$ cat src/rtl/adc_seq_pkg.sv
// Shared definitions for the ADC mux sequencer and the downstream channel router:
// sequencer states, channel tags and channel-order helpers.
package adc_seq_pkg;

    typedef enum logic [1:0] {
        IDLE,
        SETTLE,
        START,
        WAIT
    } seq_state_t;

    localparam logic [1:0] CH_X = 2'd0;
    localparam logic [1:0] CH_Y = 2'd1;
    localparam logic [1:0] CH_Z = 2'd2;

    function automatic logic [1:0] first_chan(input logic [2:0] mask);
        if (mask[0]) begin
            return CH_X;
        end else if (mask[1]) begin
            return CH_Y;
        end
        return CH_Z;
    endfunction

    function automatic logic next_exists(input logic [2:0] mask, input logic [1:0] cur);
        case (cur)
            CH_X:    return mask[1] | mask[2];
            CH_Y:    return mask[2];
            default: return 1'b0;
        endcase
    endfunction

    // Only meaningful when next_exists() is true for the same arguments.
    function automatic logic [1:0] next_chan(input logic [2:0] mask, input logic [1:0] cur);
        if (cur == CH_X && mask[1]) begin
            return CH_Y;
        end
        return CH_Z;
    endfunction

endpackage

$ cat src/rtl/adc_period_timer.sv
// Frame-period down-counter: ticks whenever the count is zero while enabled,
// then reloads with period, giving one tick every period+1 cycles.
module adc_period_timer #(
    parameter int PERIOD_W = 16
) (
    input  logic                clk,
    input  logic                rst_n,
    input  logic                enable,
    input  logic [PERIOD_W-1:0] period,
    output logic                tick
);

    logic [PERIOD_W-1:0] count;

    assign tick = enable && (count == '0);

    always_ff @(posedge clk or negedge rst_n) begin
        if (!rst_n) begin
            count <= '0;
        end else if (!enable) begin
            count <= '0;
        end else if (tick) begin
            count <= period;
        end else begin
            count <= count - 1'b1;
        end
    end

endmodule

$ cat src/rtl/adc_mux_sequencer.sv
// Steps the analog mux through the enabled X/Y/Z channels once per frame tick,
// settling the mux, pulsing adc_start and waiting (with timeout) for adc_valid.
module adc_mux_sequencer
    import adc_seq_pkg::*;
#(
    parameter int SETTLE_CYC  = 8,
    parameter int TIMEOUT_CYC = 64,
    parameter int PERIOD_W    = 16
) (
    input  logic                clk,
    input  logic                rst_n,
    input  logic                enable,
    input  logic [2:0]          chan_mask,
    input  logic [PERIOD_W-1:0] period,
    input  logic                adc_valid,
    input  logic                err_clr,
    output logic [1:0]          mux_sel,
    output logic                adc_start,
    output logic                busy,
    output logic                frame_done,
    output logic                timeout_err,
    output logic                overrun_err
);

    localparam int CNT_MAX = (SETTLE_CYC > TIMEOUT_CYC) ? SETTLE_CYC : TIMEOUT_CYC;
    localparam int CNT_W   = $clog2(CNT_MAX + 1);
    localparam logic [CNT_W-1:0] SETTLE_LAST  = CNT_W'(SETTLE_CYC - 1);
    localparam logic [CNT_W-1:0] TIMEOUT_LAST = CNT_W'(TIMEOUT_CYC - 1);

    seq_state_t       state, state_next;
    logic [CNT_W-1:0] cnt, cnt_next;
    logic [2:0]       mask_snap, mask_next;
    logic [1:0]       mux_next;
    logic             tick, advance, done_next, timeout_set, overrun_set;

    adc_period_timer #(.PERIOD_W(PERIOD_W)) u_timer (
        .clk    (clk),
        .rst_n  (rst_n),
        .enable (enable),
        .period (period),
        .tick   (tick)
    );

    assign busy      = (state != IDLE);
    assign adc_start = (state == START);

    always_comb begin
        state_next  = state;
        cnt_next    = cnt;
        mask_next   = mask_snap;
        mux_next    = mux_sel;
        advance     = 1'b0;
        done_next   = 1'b0;
        timeout_set = 1'b0;
        overrun_set = 1'b0;
        if (!enable) begin
            state_next = IDLE;
        end else begin
            if (tick && state != IDLE) begin
                overrun_set = 1'b1;
            end
            case (state)
                IDLE: begin
                    if (tick && chan_mask != 3'b000) begin
                        mask_next  = chan_mask;
                        mux_next   = first_chan(chan_mask);
                        cnt_next   = '0;
                        state_next = SETTLE;
                    end
                end
                SETTLE: begin
                    if (cnt == SETTLE_LAST) begin
                        cnt_next   = '0;
                        state_next = START;
                    end else begin
                        cnt_next = cnt + 1'b1;
                    end
                end
                START: begin
                    cnt_next   = '0;
                    state_next = WAIT;
                end
                WAIT: begin
                    if (adc_valid) begin
                        advance = 1'b1;
                    end else if (cnt == TIMEOUT_LAST) begin
                        timeout_set = 1'b1;
                        advance     = 1'b1;
                    end else begin
                        cnt_next = cnt + 1'b1;
                    end
                end
                default: state_next = IDLE;
            endcase
            // mux_sel is only moved on the edge after adc_valid so the router tags correctly.
            if (advance) begin
                cnt_next = '0;
                if (next_exists(mask_snap, mux_sel)) begin
                    mux_next   = next_chan(mask_snap, mux_sel);
                    state_next = SETTLE;
                end else begin
                    done_next  = 1'b1;
                    state_next = IDLE;
                end
            end
        end
    end

    always_ff @(posedge clk or negedge rst_n) begin
        if (!rst_n) begin
            state <= IDLE;
        end else begin
            state <= state_next;
        end
    end

    always_ff @(posedge clk or negedge rst_n) begin
        if (!rst_n) begin
            cnt         <= '0;
            mask_snap   <= 3'b000;
            mux_sel     <= CH_X;
            frame_done  <= 1'b0;
            timeout_err <= 1'b0;
            overrun_err <= 1'b0;
        end else begin
            cnt         <= cnt_next;
            mask_snap   <= mask_next;
            mux_sel     <= mux_next;
            frame_done  <= done_next;
            timeout_err <= timeout_set | (timeout_err & ~err_clr);
            overrun_err <= overrun_set | (overrun_err & ~err_clr);
        end
    end

endmodule

$ cat config.mk
export PLATFORM = sky130hd
export DESIGN_NAME = adc_mux_sequencer
export DESIGN_NICKNAME = d
export VERILOG_FILES = /design/src/rtl/adc_seq_pkg.sv /design/src/rtl/adc_period_timer.sv /design/src/rtl/adc_mux_sequencer.sv
export SDC_FILE = /design/constraint.sdc
export NUM_CORES = 1
export LEC_CHECK = 0
export ABC_CLOCK_PERIOD_IN_PS = 2300
export CORE_ASPECT_RATIO = 1.2
export CORE_MARGIN = 8
export CORE_UTILIZATION = 54
export CTS_CLUSTER_DIAMETER = 200
export CTS_CLUSTER_SIZE = 12
export DETAILED_ROUTE_END_ITERATION = 12
export PLACE_DENSITY = 0.85
export SLEW_MARGIN = 20
export SYNTH_ARGS = -nofsm -noshare
export SYNTH_HDL_FRONTEND = slang
export SYNTH_SLANG_ARGS = --single-unit
$ cat constraint.sdc
create_clock -name clk -period 2.3 [get_ports clk]
set_clock_uncertainty 0.05 [all_clocks]
set_input_delay 0.23 -clock clk [delete_from_list [all_inputs] [get_ports clk]]
set_output_delay 0.23 -clock clk [all_outputs]
set_load 0.02 [all_outputs]
# [Yosys cells after proc, flatten, opt, wreduce, memory -nomap -nowiden]
# Index checks and enable logic that the tools add are counted.
[word_totals] reg_bits=33 out_inout_bits=7
[classes] add_sub_neg=2 n_eq_ne=12 mux=47 n_bitwise=6 reduce_logical=12
[op_table] operator="7-bit two-way mux" n=5
[op_table] operator="16-bit two-way mux" n=2
[op_table] operator="7-bit case mux with 4 select lines" n=1
[op_table] operator="2-bit two-way mux" n=13
[op_table] operator="1-bit two-way mux" n=24
[op_table] operator="16-bit logical NOT" n=1
[op_table] operator="16-bit by 1-bit subtractor with 16-bit output, second input constant" n=1
[op_table] operator="3-bit inequality test, second input constant" n=3
[op_table] operator="4-bit inequality test, second input constant" n=2
[op_table] operator="7-bit by 1-bit adder with 7-bit output, second input constant" n=1
[op_table] operator="7-bit by 3-bit == test with 1-bit output, second input constant" n=1
[op_table] operator="7-bit by 6-bit == test with 1-bit output, second input constant" n=1
[op_table] operator="2-bit case mux with 3 select lines" n=1
[op_table] operator="3-bit AND reduction" n=2
[op_table] operator="5-bit by 1-bit inequality test with 1-bit output, second input constant" n=1
[op_table] operator="2-bit by 1-bit == test with 1-bit output, second input constant" n=2
[op_table] operator="2-bit == test, second input constant" n=2
[op_table] operator="1-bit logical AND" n=4
[op_table] operator="2-bit logical NOT" n=2
[op_table] operator="4-bit AND reduction" n=1
[op_table] operator="1-bit bitwise OR" n=3
[op_table] operator="3-bit nonzero test" n=1
[op_table] operator="1-bit bitwise AND" n=2
[op_table] operator="1-bit case mux with 2 select lines" n=1
[op_table] operator="2 further kinds" n=2

# [Depth between registers and ports, before layout]
[depth] ltp_word=13 ltp_mapped=8

# [By module]
# A second synthesis with hierarchy kept.
[unflattened] cells_unflattened=209 area_unflattened_um2=2006.9
[modules_own_cells] module="adc_mux_sequencer" instances=1 cells_each=107 area_per_inst_um2=1027.2
[modules_own_cells] module="adc_period_timer" instances=1 cells_each=102 area_per_inst_um2=979.7

# [Least setup slack after synthesis]
# Ideal clock, no wire load.
[synth_timing] kind="flip-flop to flip-flop" from="reg state[0]" to="reg cnt[3]" setup_time_ns=0.121 t_arrival_ns=1.851 required_time_ns=2.129 path_slack_ns=0.278 stages_incl_launch_ff=8 path_cell_list="dfrtp_1 -> ha_1 -> buf_2 -> inv_2 -> o41ai_1 -> o21ai_1 -> a22o_1 -> a22o_1"
[synth_via] elab_chain_len=5 word_cells_on_any_way=12
[synth_lines] element="start: declaration" line="adc_mux_sequencer.sv:30" source="seq_state_t state, state_next;"
[synth_lines] element="start signal: assignment" line="adc_mux_sequencer.sv:113" source="state <= state_next;"
[synth_lines] element="2-bit == test" line="adc_mux_sequencer.sv:62" source="case (state)"
[synth_lines] element="1-bit two-way mux" line="adc_mux_sequencer.sv:62"
[synth_lines] element="1-bit two-way mux" line="adc_mux_sequencer.sv:56" source="if (!enable) begin"
[synth_lines] element="3-bit inequality test (no line)"
[synth_lines] element="4-bit AND reduction (no line)"
[synth_lines] element="end signal: assignment" line="adc_mux_sequencer.sv:126" source="cnt <= cnt_next;"
[synth_lines] element="end: declaration" line="adc_mux_sequencer.sv:31" source="logic [CNT_W-1:0] cnt, cnt_next;"
# Several ways; a longest one is shown, not always the timed one. The select of a mux whose other input is x is not followed.
# A chain may end at the register's enable or synchronous reset.

# [Worst setup path after layout]
[layout_timing] from="reg u_timer.count[6]" to="reg cnt[3]"
[layout_via] elab_chain_len=5
[layout_lines] element="start: declaration" line="adc_period_timer.sv:13" source="logic [PERIOD_W-1:0] count;"
[layout_lines] element="start signal: assignment" line="adc_period_timer.sv:23" source="count <= period;"
[layout_lines] element="start signal: assignment" line="adc_period_timer.sv:25" source="count <= count - 1'b1;"
[layout_lines] element="16-bit logical NOT" line="adc_period_timer.sv:15" source="assign tick = enable && (count == '0);"
[layout_lines] element="1-bit logical AND" line="adc_period_timer.sv:15"
[layout_lines] element="1-bit logical AND" line="adc_mux_sequencer.sv:64" source="if (tick && chan_mask != 3'b000) begin"
[layout_lines] element="3-bit inequality test (no line)"
[layout_lines] element="4-bit AND reduction (no line)"
# No other way between the ends.

==> reports/metrics.sh <==
STATUS='finished, final reports clean'
WORSTSETUPPATHTYPE='reg -> reg'
VIASPERCELL=5.90
GRT_PASS1_WL_UM=7250
GR-USAGE-ALL-LAYERS_PCT=15.8
MEASURED_SLEW_AT_THE_WORST_SLEW_CHECK_PIN_NS=0.616
DP_CELLS=271
CORE.ROWCOUNT=24
NUM_VIAS=1646
SYNTH_FP_NETS=238
REQUIRED_TIME_OF_THE_CRITICAL_PATH_NS=2.43
IO_PINS=31
BUFFER_PORTS.INSERTED=30
CTS.PATH.MAX_BUFFERS=2
TIMING.FINAL.CRIT_SHARE_PCT=94.6
MET1_LENGTH_UM=1840
REG2REG_SETUP_SLACK_NS=0.12
WL_PER_CELL_UM=15.8
RR_STARTPOINT='u_timer.count[6]$_DFF_PN0_'
POST-ROUTE-DRC-COUNT=0
MOST_FREQUENT_CELLS_AFTER_SYNTHESIS='dfrtp_1 (32), nand2_1 (22), inv_1 (11)'
CLOCK_TREE_FROM_TRITONCTS='yes'
P_PER_AREA_nW_PER_UM2=1150
CRIT_PATH_END_KIND='flop'
POSTSYNTH.ASYNCRESETSHARE_PCT=100
CTS_INSERTED_BUFFERS=5
DR_WL_MET3_UM=255
POST-CTS-SETUP-BUFFER-COUNT=0
POST_CTS_HOLD_BUFFER_COUNT=0
DRT_PRE_ANTENNA_ITERS=6
SYNTHESIS.AREA_UM2=2000
GRT_START_MAX_NET_PINS=34
DRTITER0DRC=96
TIMING_MAX_TRANSITION_VIOLATIONS_FINAL=0
RSZ0062_AT_GRT='no'
SYNTH_AREA_PER_CELL_UM2=9.73
CRITPATHMAXSTAGEDELAY_NS=0.56
MAXCAPVIOLCOUNT=0
TOP_SIGNAL_LAYER_USED='met4'
ANTENNA_FOUND_INITIAL=0
YOSYSWARNINGCOUNT=0
FP.COREAREA_UM2=3600
FIRST_GLOBAL_VIAS=1639
LEAKAGEPOWER_nW=1.11
ROUTED_WL_UM=4410
TIMING.CRITICAL_PATH.FANOUT_MAX=8
FINALCOREUTILIZATION_PCT=67.7
SYNTH_CELL_TYPE_COUNT=52
GLOBALPLACE.CONGESTION=0.835
POSTLAYOUTCELLAREA_UM2=2440
CTS_REPAIR_RESIZE_COUNT=0
STARTING_UTILIZATION_OF_THE_CORE_AREA_PCT=55.4
AREA_DELTA_SYNTH_FINAL_PCT=22.3
ANTENNA-DIODE-COUNT=0
FIN_CRIT_NS=2.18
MOST_FREQUENTLY_USED_CELL_TYPE_IN_THE_POST_SYNTHESIS_NETLIST='dfrtp_1'
TIMING.FINAL.WS_SETUP_NS=0.124
WORST_R2R_ENDPOINT='cnt[3]$_DFFE_PN0P_'
SYNTH_CELLS=205
CLK_PIN_SLEW_NS=0.07
SETUP_VIOL=0
HOLDWS_NS=0.280
SLEW_HEADROOM_PCT=58.7
NUMBER_OF_ENABLE_TYPE_REGISTER_CELLS_IN_THE_SYNTHESIZED_NETLIST=0
FMAX_GHz=0.460
DP_WORST_SETUP_SLACK_NS=0.126
CRITPATHLAUNCHTYPE='flop'
POWER_AFTER_LAYOUT_mW=2.81
SYNTH_LARGEST_TYPE_AREA_FRACTION_PCT=40.1
DRIVE_ABOVE_1_SHARE_PCT=11.7
WORST_HOLD_PATH_TYPE='in -> async'
PATH_CELLS='or4_4, nor2_1, nand4_2, a22o_1, a22o_1'
DESIGN.DIE.AREA_UM2=5910
PLACEMENT.CELL_AREA_UM2=2350
WORST-R2R-CELL-COUNT=5
YS_DOMINANT_REG_CELL='dfrtp_1'
DIEWIDTH_UM=71.5
ESTIMATED_WIRELENGTH_OF_THE_DETAIL_PLACED_DESIGN_UM=3210
CLOCK_INSERTION_DELAY_WORST_SKEW_NS=0.29
SYNTH.YOSYS.SEQ_AREA_SHARE_PCT=40.1
FINALNETCOUNT=272
FINAL_ANTENNA_NET_COUNT=0
CRIT_PATH_MAX_DELAY_CELL_TYPE='or4_4'
CTS_HTREE_LEVELS=2
GRT_REMAINING_OVERFLOW=0
FINAL.SETUP.TNS_NS=0
CP.ARRIVAL_NS=2.31
SYNTH_TOP_CELL_BY_AREA='dfrtp_1'
REPORT.FINAL.HOLD_VIOL_COUNT=0
SYNTH_AREA_LEADERS='dfrtp_1 (40%), ha_1 (5.6%), o211a_1 (5.0%), xnor2_1 (4.4%), nand2_1 (4.1%)'
CPMOSTUSEDCELL='a22o_1'
CLOCK_TREE.ROOT_CELL='clkbuf_8'
YS_SEQ_ELEMENTS=32
CTS.SINK_COUNT=32
IRDROPWORSTVDD_V=0.000613
DIE_H_UM=82.6
NON_FILLER_CELLS_IN_THE_FINISHED_LAYOUT=279
ROUTED-WL-MET2_UM=2260
## power breakdown
| group | switching [mW] | internal (mW) | leakage (nW) |
|---|---|---|---|
| registers | 0.203 | 0.746 | 0.429 |
| logic | 0.727 | 0.681 | 0.632 |
| clock network | 0.215 | 0.238 | 0.0510 |
| total | 1.15 | 1.67 | 1.11 |
## metal layers
metal | vias up | GRT usage [%]
li1 | 818 | -
met1 | 792 | 16.8
met2 | 31 | 27.9
met3 | 5 | 6.16
met4 | 0 | 5.93
met5 | - | 0
## cell usage in the layout (no fill, tap or decap), types with 3 or more instances in the layout
cell type        count
buf_4                6
nor2_1              10
inv_1               11
ha_1                 9
mux2i_1              3
xnor2_1             10
dfrtp_1             32
nand2_1             22
a22o_1               7
a21oi_1              7
clkbuf_8             6
nor3_1               6
nor4_1               3
nand3_1              7
and3_1               3
clkdlybuf4s50_1     30
o2bb2ai_1            3
nand2b_1             3
o211a_1             10
o21ai_1              7
## cell families (layout without fill, tap and decap cells)
kind of cell | Yosys count | after routing | share of synthesized area (%)
XOR/XNOR | 12 | 12 | 5.27
adder cells (fa/ha/maj) | 9 | 9 | 5.64
multiplexers | 5 | 5 | 2.63
buffers and inverters | 21 | 56 | 4.39
AO/OA/AOI/OAI | 53 | 53 | 20.6
AND/OR/NAND/NOR | 73 | 73 | 21.3
flip-flops | 32 | 32 | 40.1
## cell type report
class	instances	area, µm²
multi-input combinational	152	1110
timing repair buffer	36	345
inverter	12	45.0
sequential	32	801
clock inverter	2	10.0
clock buffer	6	82.6
tap	39	48.8
fill	282	1160
## worst max path at each step
stage / start / to / cells after the start
floorplan: state[0]$_DFFE_PN0P_ / cnt[3]$_DFFE_PN0P_ / 7
global placement: u_timer.count[6]$_DFF_PN0_ / cnt[3]$_DFFE_PN0P_ / 5
detailed placement: u_timer.count[6]$_DFF_PN0_ / cnt[4]$_DFFE_PN0P_ / 5
CTS: u_timer.count[6]$_DFF_PN0_ / cnt[4]$_DFFE_PN0P_ / 5
global route: u_timer.count[6]$_DFF_PN0_ / state[0]$_DFFE_PN0P_ / 5
finish: u_timer.count[6]$_DFF_PN0_ / cnt[3]$_DFFE_PN0P_ / 5
## critical path: cells and delay by family, from the launching register on
kind	cells	cell delay, ns
simple gates	3	1.10
compound gates	2	0.50
flops	1	0.41
## sequential cells by signal, indices dropped and copies added (netlist names)
name,count
mux_sel,2
mask_snap,2
overrun_err,1
frame_done,1
timeout_err,1
cnt,7
state,2
u_timer.count,16
Power figures use the tool's default switching activity.
